### src/rtl/ctrl_pkg.sv
// Shared encodings for the multi-cycle MIPS-subset control path: opcodes, funcs,
// ALU codes, datapath select values, FSM states and trap causes.
package ctrl_pkg;

  typedef enum logic [2:0] {
    ST_FETCH  = 3'd0,
    ST_DECODE = 3'd1,
    ST_EXEC   = 3'd2,
    ST_MEM    = 3'd3,
    ST_WB     = 3'd4,
    ST_TRAP   = 3'd5
  } state_t;

  localparam logic [5:0] OP_RTYPE = 6'b000000;
  localparam logic [5:0] OP_J     = 6'b000010;
  localparam logic [5:0] OP_JAL   = 6'b000011;
  localparam logic [5:0] OP_BEQ   = 6'b000100;
  localparam logic [5:0] OP_BNE   = 6'b000101;
  localparam logic [5:0] OP_ADDI  = 6'b001000;
  localparam logic [5:0] OP_SLTI  = 6'b001010;
  localparam logic [5:0] OP_SLTIU = 6'b001011;
  localparam logic [5:0] OP_ANDI  = 6'b001100;
  localparam logic [5:0] OP_ORI   = 6'b001101;
  localparam logic [5:0] OP_XORI  = 6'b001110;
  localparam logic [5:0] OP_LUI   = 6'b001111;
  localparam logic [5:0] OP_LW    = 6'b100011;
  localparam logic [5:0] OP_SW    = 6'b101011;

  localparam logic [5:0] FN_SLL  = 6'b000000;
  localparam logic [5:0] FN_SRL  = 6'b000010;
  localparam logic [5:0] FN_SRA  = 6'b000011;
  localparam logic [5:0] FN_SLLV = 6'b000100;
  localparam logic [5:0] FN_SRLV = 6'b000110;
  localparam logic [5:0] FN_SRAV = 6'b000111;
  localparam logic [5:0] FN_JR   = 6'b001000;
  localparam logic [5:0] FN_ADD  = 6'b100000;
  localparam logic [5:0] FN_SUB  = 6'b100010;
  localparam logic [5:0] FN_AND  = 6'b100100;
  localparam logic [5:0] FN_OR   = 6'b100101;
  localparam logic [5:0] FN_XOR  = 6'b100110;
  localparam logic [5:0] FN_NOR  = 6'b100111;
  localparam logic [5:0] FN_SLT  = 6'b101010;
  localparam logic [5:0] FN_SLTU = 6'b101011;

  localparam logic [3:0] ALU_SLL  = 4'b0000;
  localparam logic [3:0] ALU_SRL  = 4'b0001;
  localparam logic [3:0] ALU_SRA  = 4'b0010;
  localparam logic [3:0] ALU_SLLV = 4'b0011;
  localparam logic [3:0] ALU_SRLV = 4'b0100;
  localparam logic [3:0] ALU_SRAV = 4'b0101;
  localparam logic [3:0] ALU_ADD  = 4'b0110;
  localparam logic [3:0] ALU_SUB  = 4'b0111;
  localparam logic [3:0] ALU_AND  = 4'b1000;
  localparam logic [3:0] ALU_OR   = 4'b1001;
  localparam logic [3:0] ALU_XOR  = 4'b1010;
  localparam logic [3:0] ALU_NOR  = 4'b1011;
  localparam logic [3:0] ALU_SLT  = 4'b1100;
  localparam logic [3:0] ALU_SLTU = 4'b1101;
  localparam logic [3:0] ALU_LUI  = 4'b1110;

  localparam logic [1:0] IN1_RT   = 2'b00;
  localparam logic [1:0] IN1_SEXT = 2'b01;
  localparam logic [1:0] IN1_ZEXT = 2'b10;
  localparam logic       IN2_RS    = 1'b0;
  localparam logic       IN2_SHAMT = 1'b1;

  localparam logic [1:0] PC_PLUS4  = 2'b00;
  localparam logic [1:0] PC_BRANCH = 2'b01;
  localparam logic [1:0] PC_JUMP   = 2'b10;
  localparam logic [1:0] PC_RS     = 2'b11;

  localparam logic [1:0] DST_RT = 2'b00;
  localparam logic [1:0] DST_RD = 2'b01;
  localparam logic [1:0] DST_RA = 2'b10;

  localparam logic [1:0] WB_ALU = 2'b00;
  localparam logic [1:0] WB_MEM = 2'b01;
  localparam logic [1:0] WB_PC  = 2'b10;

  localparam logic [1:0] CAUSE_NONE    = 2'b00;
  localparam logic [1:0] CAUSE_ILLEGAL = 2'b01;
  localparam logic [1:0] CAUSE_BUS     = 2'b10;

  function automatic logic is_jr(input logic [5:0] op, input logic [5:0] fn);
    return (op == OP_RTYPE) && (fn == FN_JR);
  endfunction

endpackage

### src/rtl/alu_decode.sv
// Combinational decode of OPcode/func into ALU operand selects, ALU opcode and
// a legality flag; jumps are legal only when SUPPORT_JUMPS is non-zero.
module alu_decode
  import ctrl_pkg::*;
#(
  parameter int SUPPORT_JUMPS = 1
) (
  input  logic [5:0] OPcode,
  input  logic [5:0] func,
  output logic [1:0] in1Mux,
  output logic       in2Mux,
  output logic [3:0] aluOp,
  output logic       legal
);

  localparam logic JUMPS_OK = (SUPPORT_JUMPS != 0) ? 1'b1 : 1'b0;

  // Variable shifts take their amount from rs, so only the immediate shifts select shamt
  always_comb begin
    in1Mux = IN1_RT;
    in2Mux = IN2_RS;
    aluOp  = ALU_SLL;
    legal  = 1'b0;
    case (OPcode)
      OP_RTYPE: begin
        case (func)
          FN_SLL:  begin aluOp = ALU_SLL;  in2Mux = IN2_SHAMT; legal = 1'b1; end
          FN_SRL:  begin aluOp = ALU_SRL;  in2Mux = IN2_SHAMT; legal = 1'b1; end
          FN_SRA:  begin aluOp = ALU_SRA;  in2Mux = IN2_SHAMT; legal = 1'b1; end
          FN_SLLV: begin aluOp = ALU_SLLV; legal = 1'b1; end
          FN_SRLV: begin aluOp = ALU_SRLV; legal = 1'b1; end
          FN_SRAV: begin aluOp = ALU_SRAV; legal = 1'b1; end
          FN_JR:   begin legal = JUMPS_OK; end
          FN_ADD:  begin aluOp = ALU_ADD;  legal = 1'b1; end
          FN_SUB:  begin aluOp = ALU_SUB;  legal = 1'b1; end
          FN_AND:  begin aluOp = ALU_AND;  legal = 1'b1; end
          FN_OR:   begin aluOp = ALU_OR;   legal = 1'b1; end
          FN_XOR:  begin aluOp = ALU_XOR;  legal = 1'b1; end
          FN_NOR:  begin aluOp = ALU_NOR;  legal = 1'b1; end
          FN_SLT:  begin aluOp = ALU_SLT;  legal = 1'b1; end
          FN_SLTU: begin aluOp = ALU_SLTU; legal = 1'b1; end
          default: begin legal = 1'b0; end
        endcase
      end
      OP_BEQ, OP_BNE:       begin aluOp = ALU_SUB; legal = 1'b1; end
      OP_ADDI, OP_LW, OP_SW: begin in1Mux = IN1_SEXT; aluOp = ALU_ADD; legal = 1'b1; end
      OP_SLTI:  begin in1Mux = IN1_SEXT; aluOp = ALU_SLT;  legal = 1'b1; end
      OP_SLTIU: begin in1Mux = IN1_SEXT; aluOp = ALU_SLTU; legal = 1'b1; end
      OP_ANDI:  begin in1Mux = IN1_ZEXT; aluOp = ALU_AND;  legal = 1'b1; end
      OP_ORI:   begin in1Mux = IN1_ZEXT; aluOp = ALU_OR;   legal = 1'b1; end
      OP_XORI:  begin in1Mux = IN1_ZEXT; aluOp = ALU_XOR;  legal = 1'b1; end
      OP_LUI:   begin in1Mux = IN1_ZEXT; aluOp = ALU_LUI;  legal = 1'b1; end
      OP_J, OP_JAL: begin legal = JUMPS_OK; end
      default:  begin legal = 1'b0; end
    endcase
  end

endmodule

### src/rtl/multicycle_control.sv
// Multi-cycle control FSM: sequences FETCH/DECODE/EXEC/MEM/WB, handles memory
// handshake timeouts, traps illegal instructions and counts retired instructions.
module multicycle_control
  import ctrl_pkg::*;
#(
  parameter int MEM_TIMEOUT   = 16,
  parameter int TO_W          = 5,
  parameter int CNT_W         = 32,
  parameter int SUPPORT_JUMPS = 1
) (
  input  logic             clk,
  input  logic             reset_n,
  input  logic [5:0]       OPcode,
  input  logic [5:0]       func,
  input  logic             zero,
  input  logic             mem_ready,
  output logic             mem_read,
  output logic             mem_write,
  output logic             iord,
  output logic             ir_write,
  output logic             pc_write,
  output logic [1:0]       pc_src,
  output logic [1:0]       in1Mux,
  output logic             in2Mux,
  output logic [3:0]       aluOp,
  output logic             reg_write,
  output logic [1:0]       reg_dst,
  output logic [1:0]       mem_to_reg,
  output logic             trap,
  output logic [1:0]       trap_cause,
  output logic [CNT_W-1:0] retired
);

  state_t            state_r, next_state_s;
  logic [TO_W-1:0]   to_cnt_r;
  logic [CNT_W-1:0]  retired_r;
  logic              trap_r;
  logic [1:0]        trap_cause_r;
  logic              retire_s, trap_set_s, waiting_s, to_limit_s;
  logic [1:0]        cause_s;
  logic [1:0]        dec_in1_s;
  logic              dec_in2_s, legal_s;
  logic [3:0]        dec_alu_s;

  wire is_lw_s   = (OPcode == OP_LW);
  wire is_sw_s   = (OPcode == OP_SW);
  wire is_beq_s  = (OPcode == OP_BEQ);
  wire is_bne_s  = (OPcode == OP_BNE);
  wire is_j_s    = (OPcode == OP_J);
  wire is_jal_s  = (OPcode == OP_JAL);
  wire is_jr_s   = is_jr(OPcode, func);
  wire is_rtyp_s = (OPcode == OP_RTYPE);
  wire ends_in_exec_s = is_beq_s | is_bne_s | is_j_s | is_jal_s | is_jr_s;

  alu_decode #(.SUPPORT_JUMPS(SUPPORT_JUMPS)) u_alu_decode (
    .OPcode (OPcode),
    .func   (func),
    .in1Mux (dec_in1_s),
    .in2Mux (dec_in2_s),
    .aluOp  (dec_alu_s),
    .legal  (legal_s)
  );

  assign waiting_s  = ((state_r == ST_FETCH) || (state_r == ST_MEM)) && !mem_ready;
  assign to_limit_s = (to_cnt_r == TO_W'(MEM_TIMEOUT - 1));

  // State register
  always_ff @(posedge clk or negedge reset_n) begin
    if (!reset_n) state_r <= ST_FETCH;
    else          state_r <= next_state_s;
  end

  // Next-state, retire and trap-entry decisions; mem_ready beats the timeout
  always_comb begin
    next_state_s = state_r;
    retire_s     = 1'b0;
    trap_set_s   = 1'b0;
    cause_s      = CAUSE_NONE;
    case (state_r)
      ST_FETCH: begin
        if (mem_ready) next_state_s = ST_DECODE;
        else if (to_limit_s) begin
          next_state_s = ST_TRAP; trap_set_s = 1'b1; cause_s = CAUSE_BUS;
        end else next_state_s = ST_FETCH;
      end
      ST_DECODE: begin
        if (legal_s) next_state_s = ST_EXEC;
        else begin
          next_state_s = ST_TRAP; trap_set_s = 1'b1; cause_s = CAUSE_ILLEGAL;
        end
      end
      ST_EXEC: begin
        if (ends_in_exec_s) begin
          next_state_s = ST_FETCH; retire_s = 1'b1;
        end else if (is_lw_s || is_sw_s) next_state_s = ST_MEM;
        else next_state_s = ST_WB;
      end
      ST_MEM: begin
        if (mem_ready) begin
          if (is_sw_s) begin
            next_state_s = ST_FETCH; retire_s = 1'b1;
          end else next_state_s = ST_WB;
        end else if (to_limit_s) begin
          next_state_s = ST_TRAP; trap_set_s = 1'b1; cause_s = CAUSE_BUS;
        end else next_state_s = ST_MEM;
      end
      ST_WB:   begin next_state_s = ST_FETCH; retire_s = 1'b1; end
      ST_TRAP: begin next_state_s = ST_TRAP; end
      default: begin next_state_s = ST_FETCH; end
    endcase
  end

  // Wait counter restarts on every state change
  always_ff @(posedge clk or negedge reset_n) begin
    if (!reset_n)                       to_cnt_r <= {TO_W{1'b0}};
    else if (next_state_s != state_r)   to_cnt_r <= {TO_W{1'b0}};
    else if (waiting_s)                 to_cnt_r <= to_cnt_r + TO_W'(1);
    else                                to_cnt_r <= to_cnt_r;
  end

  // Retired-instruction counter, wraps naturally
  always_ff @(posedge clk or negedge reset_n) begin
    if (!reset_n)      retired_r <= {CNT_W{1'b0}};
    else if (retire_s) retired_r <= retired_r + CNT_W'(1);
    else               retired_r <= retired_r;
  end

  // Trap flag and cause are sticky until reset
  always_ff @(posedge clk or negedge reset_n) begin
    if (!reset_n) begin
      trap_r       <= 1'b0;
      trap_cause_r <= CAUSE_NONE;
    end else if (trap_set_s) begin
      trap_r       <= 1'b1;
      trap_cause_r <= cause_s;
    end else begin
      trap_r       <= trap_r;
      trap_cause_r <= trap_cause_r;
    end
  end

  // Datapath strobes; forced quiet while reset is asserted
  always_comb begin
    mem_read   = 1'b0;
    mem_write  = 1'b0;
    iord       = 1'b0;
    ir_write   = 1'b0;
    pc_write   = 1'b0;
    pc_src     = PC_PLUS4;
    in1Mux     = IN1_RT;
    in2Mux     = IN2_RS;
    aluOp      = ALU_SLL;
    reg_write  = 1'b0;
    reg_dst    = DST_RT;
    mem_to_reg = WB_ALU;
    if (reset_n) begin
      case (state_r)
        ST_FETCH: begin
          mem_read = 1'b1;
          if (mem_ready) begin
            ir_write = 1'b1; pc_write = 1'b1; pc_src = PC_PLUS4;
          end else ir_write = 1'b0;
        end
        ST_EXEC: begin
          in1Mux = dec_in1_s;
          in2Mux = dec_in2_s;
          aluOp  = dec_alu_s;
          if ((is_beq_s && zero) || (is_bne_s && !zero)) begin
            pc_write = 1'b1; pc_src = PC_BRANCH;
          end else if (is_j_s || is_jal_s) begin
            pc_write = 1'b1; pc_src = PC_JUMP;
            reg_write  = is_jal_s;
            reg_dst    = is_jal_s ? DST_RA : DST_RT;
            mem_to_reg = is_jal_s ? WB_PC : WB_ALU;
          end else if (is_jr_s) begin
            pc_write = 1'b1; pc_src = PC_RS;
          end else pc_write = 1'b0;
        end
        ST_MEM: begin
          iord      = 1'b1;
          mem_read  = is_lw_s;
          mem_write = is_sw_s;
        end
        ST_WB: begin
          reg_write = 1'b1;
          if (is_lw_s) begin
            reg_dst = DST_RT; mem_to_reg = WB_MEM;
          end else if (is_rtyp_s) begin
            reg_dst = DST_RD; mem_to_reg = WB_ALU;
          end else begin
            reg_dst = DST_RT; mem_to_reg = WB_ALU;
          end
        end
        default: begin mem_read = 1'b0; end
      endcase
    end else begin
      mem_read = 1'b0;
    end
  end

  assign trap       = trap_r;
  assign trap_cause = trap_cause_r;
  assign retired    = retired_r;

endmodule
### config.mk
export PLATFORM = sky130hd
export DESIGN_NAME = multicycle_control
export DESIGN_NICKNAME = d
export VERILOG_FILES = /design/src/rtl/ctrl_pkg.sv /design/src/rtl/alu_decode.sv /design/src/rtl/multicycle_control.sv
export SDC_FILE = /design/constraint.sdc
export NUM_CORES = 1
export LEC_CHECK = 0
export CAP_MARGIN = 20
export CORE_MARGIN = 1
export CORE_UTILIZATION = 50
export CTS_CLUSTER_DIAMETER = 120
export CTS_CLUSTER_SIZE = 10
export DETAILED_ROUTE_END_ITERATION = 10
export MAX_ROUTING_LAYER = met4
export PLACE_DENSITY = 0.84
export RECOVER_POWER = 25
export SLEW_MARGIN = 20
export SYNTH_ARGS = -nofsm -noshare
export SYNTH_HDL_FRONTEND = slang
export SYNTH_HIERARCHICAL = 1
export SYNTH_SLANG_ARGS = --single-unit
export TNS_END_PERCENT = 1
### constraint.sdc
create_clock -name clk -period 2.6 [get_ports clk]
set_input_delay 0.52 -clock clk [delete_from_list [all_inputs] [get_ports clk]]
set_output_delay 0.52 -clock clk [all_outputs]
set_load 0.01 [all_outputs]
==> results.json, run 1 <==
{
  "status": "finished with violations",
  "violations": "setup timing",
  "hpwlAfterDp_mm": 5.79,
  "ys_top_cells_by_count": "dfrtp_1, xor2_1, nand2_1, nor2_1, nor4_2",
  "io_pins": 70,
  "grt_pass1_wl_mm": 12.9,
  "fin_ws_ps": -32.5,
  "clkLatencyLatePin_ps": 310,
  "ys.warnings.count": 6,
  "synth.area.top_cells": "dfrtp_1, xor2_1, nor4_2, nand2_1, nor2_1",
  "grt_max_degree": 43,
  "switching_power_w": 0.00107,
  "tightestPinTransition_ps": 1040,
  "remaining_drc_errors": 0,
  "first_pass_iters": 5,
  "hold_class": "primary input to asynchronous set/reset pin",
  "via_per_inst": 5.84,
  "crit_required_ps": 2080,
  "avgSynthCellArea_um2": 9.26,
  "cts_tree": "done",
  "via_count": 3008,
  "synth_area_um2": 3060,
  "gp_congestion": 0.853,
  "synth_top_area_cell": "dfrtp_1",
  "synth_edf_count": 0,
  "cts_sinks": 43,
  "die_w_um": 80.3,
  "wl_per_cell_um": 16.8,
  "numCtsBuffers": 5,
  "post-route-period-util_pct": 101,
  "final_nets": 458,
  "start_util_pct": 51.8,
  "final_core_util_pct": 73.2,
  "combPwrFrac_pct": 47.5,
  "core.rowCount": 28,
  "synth.most_common_cell": "dfrtp_1",
  "syn2layout_area_growth_pct": 41.5,
  "die_h_um": 80.3,
  "crit_fanout": 5,
  "max_freq_mhz": 380,
  "cellPowerDensity_nw_per_um2": 590,
  "yosys_register_bits": 43,
  "setup_viol": 1,
  "grt_usage_pct": 26.6,
  "clockRootBuffer": "clkbuf_8",
  "overflow": 0,
  "path_clk_slew_ps": 90,
  "slew_violations": 0,
  "h-tree-depth": 2,
  "ir_worst_vdd_mv": 0.612,
  "diodes": 0,
  "crit_type": "primary input to output pin",
  "p_sw_share_pct": 41.8,
  "drive_gt1_share_pct": 27.7,
  "ys_types": 64,
  "worst_slew_margin_rel_pct": 30.8,
  "ant_nets": 0,
  "core_um2": 5920,
  "placedCellCount": 494,
  "start_kind": "primary input",
  "crit_arrival_ps": 2110,
  "dieArea_um2": 6450,
  "first_global_vias": 2770,
  "dp_slack_ps": -815,
  "pwr-share-seq_pct": 35.0,
  "drt_iter0_markers": 163,
  "syn_inst": 331,
  "fin_cells": 515,
  "post-route-min-period_ps": 2630,
  "clk_path_buf_depth": 2,
  "antenna_found_initial": 0,
  "synth-async-reset-ratio_pct": 100,
  "rsz0062_at_grt": "true",
  "p_int_w": 0.00149,
  "clockPowerShare_pct": 17.5,
  "io_buffer_count": 69,
  "ys.flop_type": "dfrtp_1",
  "hold_violations": 0,
  "ys_seq_area_share_pct": 35.1,
  "synth.top_cell.area_share_pct": 35.1,
  "max_cap_violations": 0,
  "finalClockSkew_ps": 6.28,
  "p_leak_nw": 1.76,
  "setup.worst_path.end_class": "output pin",
  "drt-total-wl_mm": 8.67,
  "synth_fp_nets": 350
}
## power by group through the flow
stage / clock network [W] / logic [W] / registers, W
after CTS: 0.000449 / 0.00118 / 0.000892
after global routing: 0.000480 / 0.00130 / 0.000914
after detailed placement: 0 / 0.00117 / 0.000902
after floorplan: 0 / 0.000710 / 0.000898
after global placement: 0 / 0.00114 / 0.000892
final: 0.000449 / 0.00122 / 0.000895
## worst paths after layout
path | from | slack, ps | to | cells after the start
max | OPcode[4] | -30 | pc_src[0] | 5
min | reset_n | 220 | state_r[0]$_DFF_PN0_ | 2
max reg2reg | state_r[1]$_DFF_PN0_ | 480 | retired[13]$_DFFE_PN0P_ | 8
min reg2reg | retired[31]$_DFFE_PN0P_ | 480 | retired[31]$_DFFE_PN0P_ | 1
max in group asynchronous | reset_n | 1140 | retired[30]$_DFFE_PN0P_ | 3
min in group clk | retired[31]$_DFFE_PN0P_ | 480 | retired[31]$_DFFE_PN0P_ | 1
## worst max-delay path, stage by stage
cell,delay [ps]
clkdlybuf4s50_1,430
or3_4,390
or3_4,380
nor3_1,190
buf_2,180
## kinds of logic (layout without fill, tap and decap cells)
logic type	after synthesis	in the layout	synth area share, %
buf+inv	31	140	5.68
compound gates	48	48	10.9
xor+xnor	37	37	10.6
mux	6	6	2.00
simple gates	163	163	34.5
fa+ha+maj	3	3	1.23
flops	43	43	35.1
## repair_timing
item                       in CTS  in global routing
resized for setup              59                 28
pin swaps                       5                  8
setup endpoints to repair      17                 12
setup buffers                   1                 12
hold buffers                    0                  0
## flip-flops by register name (all words and copies together), names as in the netlist
name,flops
retired,32
state_r,3
to_cnt_r,5
trap,1
trap_cause,2
## per-layer routing
metal  wire [um]  up-vias  GRT usage [%]
li1            -     1392              -
met1        3680     1460           32.5
met2        4290      130           45.2
met3         479       26           4.32
met4         223        0           7.86
met5           0        -              -
## layout make-up
cell class,instances,area [um^2]
clock buffers,5,68.8
clock inverters,3,23.8
fillers,403,1590
inverters,12,45.0
multi-input cells,257,1930
flip-flops and latches,43,1080
well taps,75,93.8
repair buffers,120,1100
## stage by stage
stage               instance area, um^2  hold slack [ps]  setup TNS, ps  total power [W]
floorplan                          3060              224              0          0.00161
finish                             4340              215          -32.5          0.00256
CTS                                4170              117           -575          0.00252
detailed placement                 4020              442          -9260          0.00207
global placement                   4020              432          -7500          0.00203
global route                       4340              211           -122          0.00270
## cell usage in the layout (no fill, tap or decap), types with 10 or more instances in the layout
master           count
and2_1              10
nand3_1             11
dlymetal6s2s_1      10
nor4_2              13
a21oi_1             11
xor2_1              31
nand2_1             29
buf_4               40
clkdlybuf4s50_1     40
dfrtp_1             43
nor2_1              22
inv_1               11
No activity file was read; power rests on OpenSTA's default activity.
==> run 2: changes to the inputs <==
clock period = 2.55 ns   (was 2.6 ns; I/O delays follow)
==> run 2 against run 1 <==
The flow still finishes with violations (setup timing). Clock-buffer cell count unchanged. Combinational power about the same. Via count up 0.47%. First-iteration DRC count up 18%. Total power up 0.73%. Critical path depth up 2. Final area down 1.1%. Clock power up 0.9%. Wire length down 3.3%. Sequential cell count unchanged. Critical endpoint unchanged.
==> results.json, run 2 (synthesis results as in run 1) <==
{
  "p_int_w": 0.00151,
  "fin_cells": 515,
  "drive_gt1_share_pct": 28.6,
  "post-route-period-util_pct": 100,
  "hpwlAfterDp_mm": 5.53,
  "crit_fanout": 2,
  "via_count": 3022,
  "start_util_pct": 51.8,
  "worstRegToRegCells": 8,
  "grt_pass1_wl_mm": 12.7,
  "status": "finished with violations",
  "max_cap_violations": 0,
  "crit_slowest_cell": "or4b_4",
  "cp_slowest_stage_delay_ps": 500,
  "grt_usage_pct": 26.4,
  "crit_required_ps": 2040,
  "gp_congestion": 0.855,
  "max_freq_mhz": 392,
  "pwr-share-seq_pct": 35.0,
  "cts_tree": "done",
  "use_met3_pct": 4.66,
  "first_pass_iters": 5,
  "num-fill-cells": 419,
  "cellPowerDensity_nw_per_um2": 601,
  "crit_arrival_ps": 2040,
  "top_usage_layer": "met2",
  "core.rowCount": 28,
  "crit_type": "primary input to output pin",
  "wl_per_cell_um": 16.3,
  "worst_slew_margin_rel_pct": 32.8,
  "ant_nets": 0,
  "multi_input_area_um2": 1930,
  "io_pins": 70,
  "clockRootBuffer": "clkbuf_8",
  "regToRegEndpoint": "retired[11]$_DFFE_PN0P_",
  "die_w_um": 80.3,
  "seqCellArea_um2": 1080,
  "worstPathCellList": "clkbuf_2 > nor4b_4 > or4b_4 > a21oi_4 > a31oi_2 > nor3_2 > buf_2",
  "post-route-min-period_ps": 2550,
  "cts_hold_buf": 0,
  "antenna_found_initial": 0,
  "final_core_util_pct": 72.4,
  "grt_use_met2_pct": 42.5,
  "violations": "setup timing",
  "clkLatencyLatePin_ps": 300,
  "cts_sinks": 43,
  "combPwrFrac_pct": 47.4,
  "switching_power_w": 0.00107,
  "ir_worst_vdd_mv": 0.831,
  "setup_viol": 1,
  "dieArea_um2": 6450,
  "drt-total-wl_mm": 8.38,
  "remaining_drc_errors": 0,
  "numCtsBuffers": 5,
  "grt_max_degree": 43,
  "h-tree-depth": 2,
  "reg2reg_from": "state_r[0]$_DFF_PN0_",
  "clockPowerShare_pct": 17.6,
  "syn2layout_area_growth_pct": 39.9,
  "clk_path_buf_depth": 2,
  "start_kind": "primary input",
  "setup.worst_path.end_class": "output pin",
  "finalClockSkew_ps": 5.29,
  "placedCellCount": 496,
  "largest_register_ffs": 32,
  "first_global_vias": 2673,
  "drt_iter0_markers": 193,
  "slew_violations": 0,
  "p_leak_nw": 1.73,
  "startpoint": "func[1]",
  "power_w": 0.00258,
  "overflow": 0,
  "use_met1_pct": 34.3,
  "fin_ws_ps": -2.76,
  "die_h_um": 80.3,
  "rsz0062_at_grt": "true",
  "hold_class": "primary input to asynchronous set/reset pin",
  "tightestPinTransition_ps": 1010,
  "p_sw_share_pct": 41.4,
  "via_per_inst": 5.87,
  "final_cell_mix": "dfrtp_1, buf_4, clkdlybuf4s50_1",
  "diodes": 0,
  "hold_violations": 0,
  "final_nets": 458,
  "whs_ps": 163,
  "final_common_cell": "dfrtp_1",
  "path_clk_slew_ps": 90,
  "core_um2": 5920,
  "io_buffer_count": 69,
  "r2r_slack_ps": 430
}
[run 2: per-stage QoR]
step                instance area, um^2  setup TNS (ps)  worst slack [ps]
global placement                   4040           -9320              -834
global route                       4290           -77.8             -77.8
CTS                                4200            -569              -169
finish                             4290           -2.76             -2.76
detailed placement                 4040          -10380              -886
floorplan                          3060               0              25.8
[run 2: worst max-delay path: cells and delay by family]
family                 cells  cell delay, ps
buffers and inverters      2             300
AO/OA/AOI/OAI              2             240
AND/OR/NAND/NOR            3            1000
[run 2: cell type report]
cell class | instances | share of cell area, %
Tap cell | 75 | 2.19
Timing Repair Buffer | 120 | 24.4
Multi-Input combinational cell | 257 | 45.1
Clock buffer | 5 | 1.61
Clock inverter | 3 | 0.555
Inverter | 12 | 1.05
Sequential cell | 43 | 25.1
[run 2: per-layer routing]
layer	part of all wire, %	routed length, um	vias up
met5	0	0	-
li1	-	-	1397
met3	6.8	569	25
met4	1.8	151	0
met1	43	3620	1472
met2	48	4040	128
[run 2: what timing repair did]
item | CTS | global route
gates cloned | 0 | 1
resized for setup | 64 | 34
setup buffers | 3 | 7
pin swaps | 7 | 9
endpoints found under the setup margin | 17 | 12
[run 2: worst max path at each step]
| stage | to | slack [ps] |
|---|---|---|
| 2_1_floorplan | pc_src[0] | 30 |
| 5_1_grt | pc_src[0] | -80 |
| 3_3_place_gp | pc_src[0] | -830 |
| 4_1_cts | aluOp[2] | -170 |
| 3_5_place_dp | pc_src[0] | -890 |
| 6_report | pc_src[0] | -3 |
[run 2: power by group through the flow]
stage               Sequential (W)  Clock (W)  Combinational [W]
CTS                       0.000901   0.000466            0.00121
detailed placement        0.000912          0            0.00120
finish                    0.000903   0.000453            0.00122
floorplan                 0.000916          0           0.000723
global route              0.000920   0.000494            0.00132
global placement          0.000906          0            0.00116
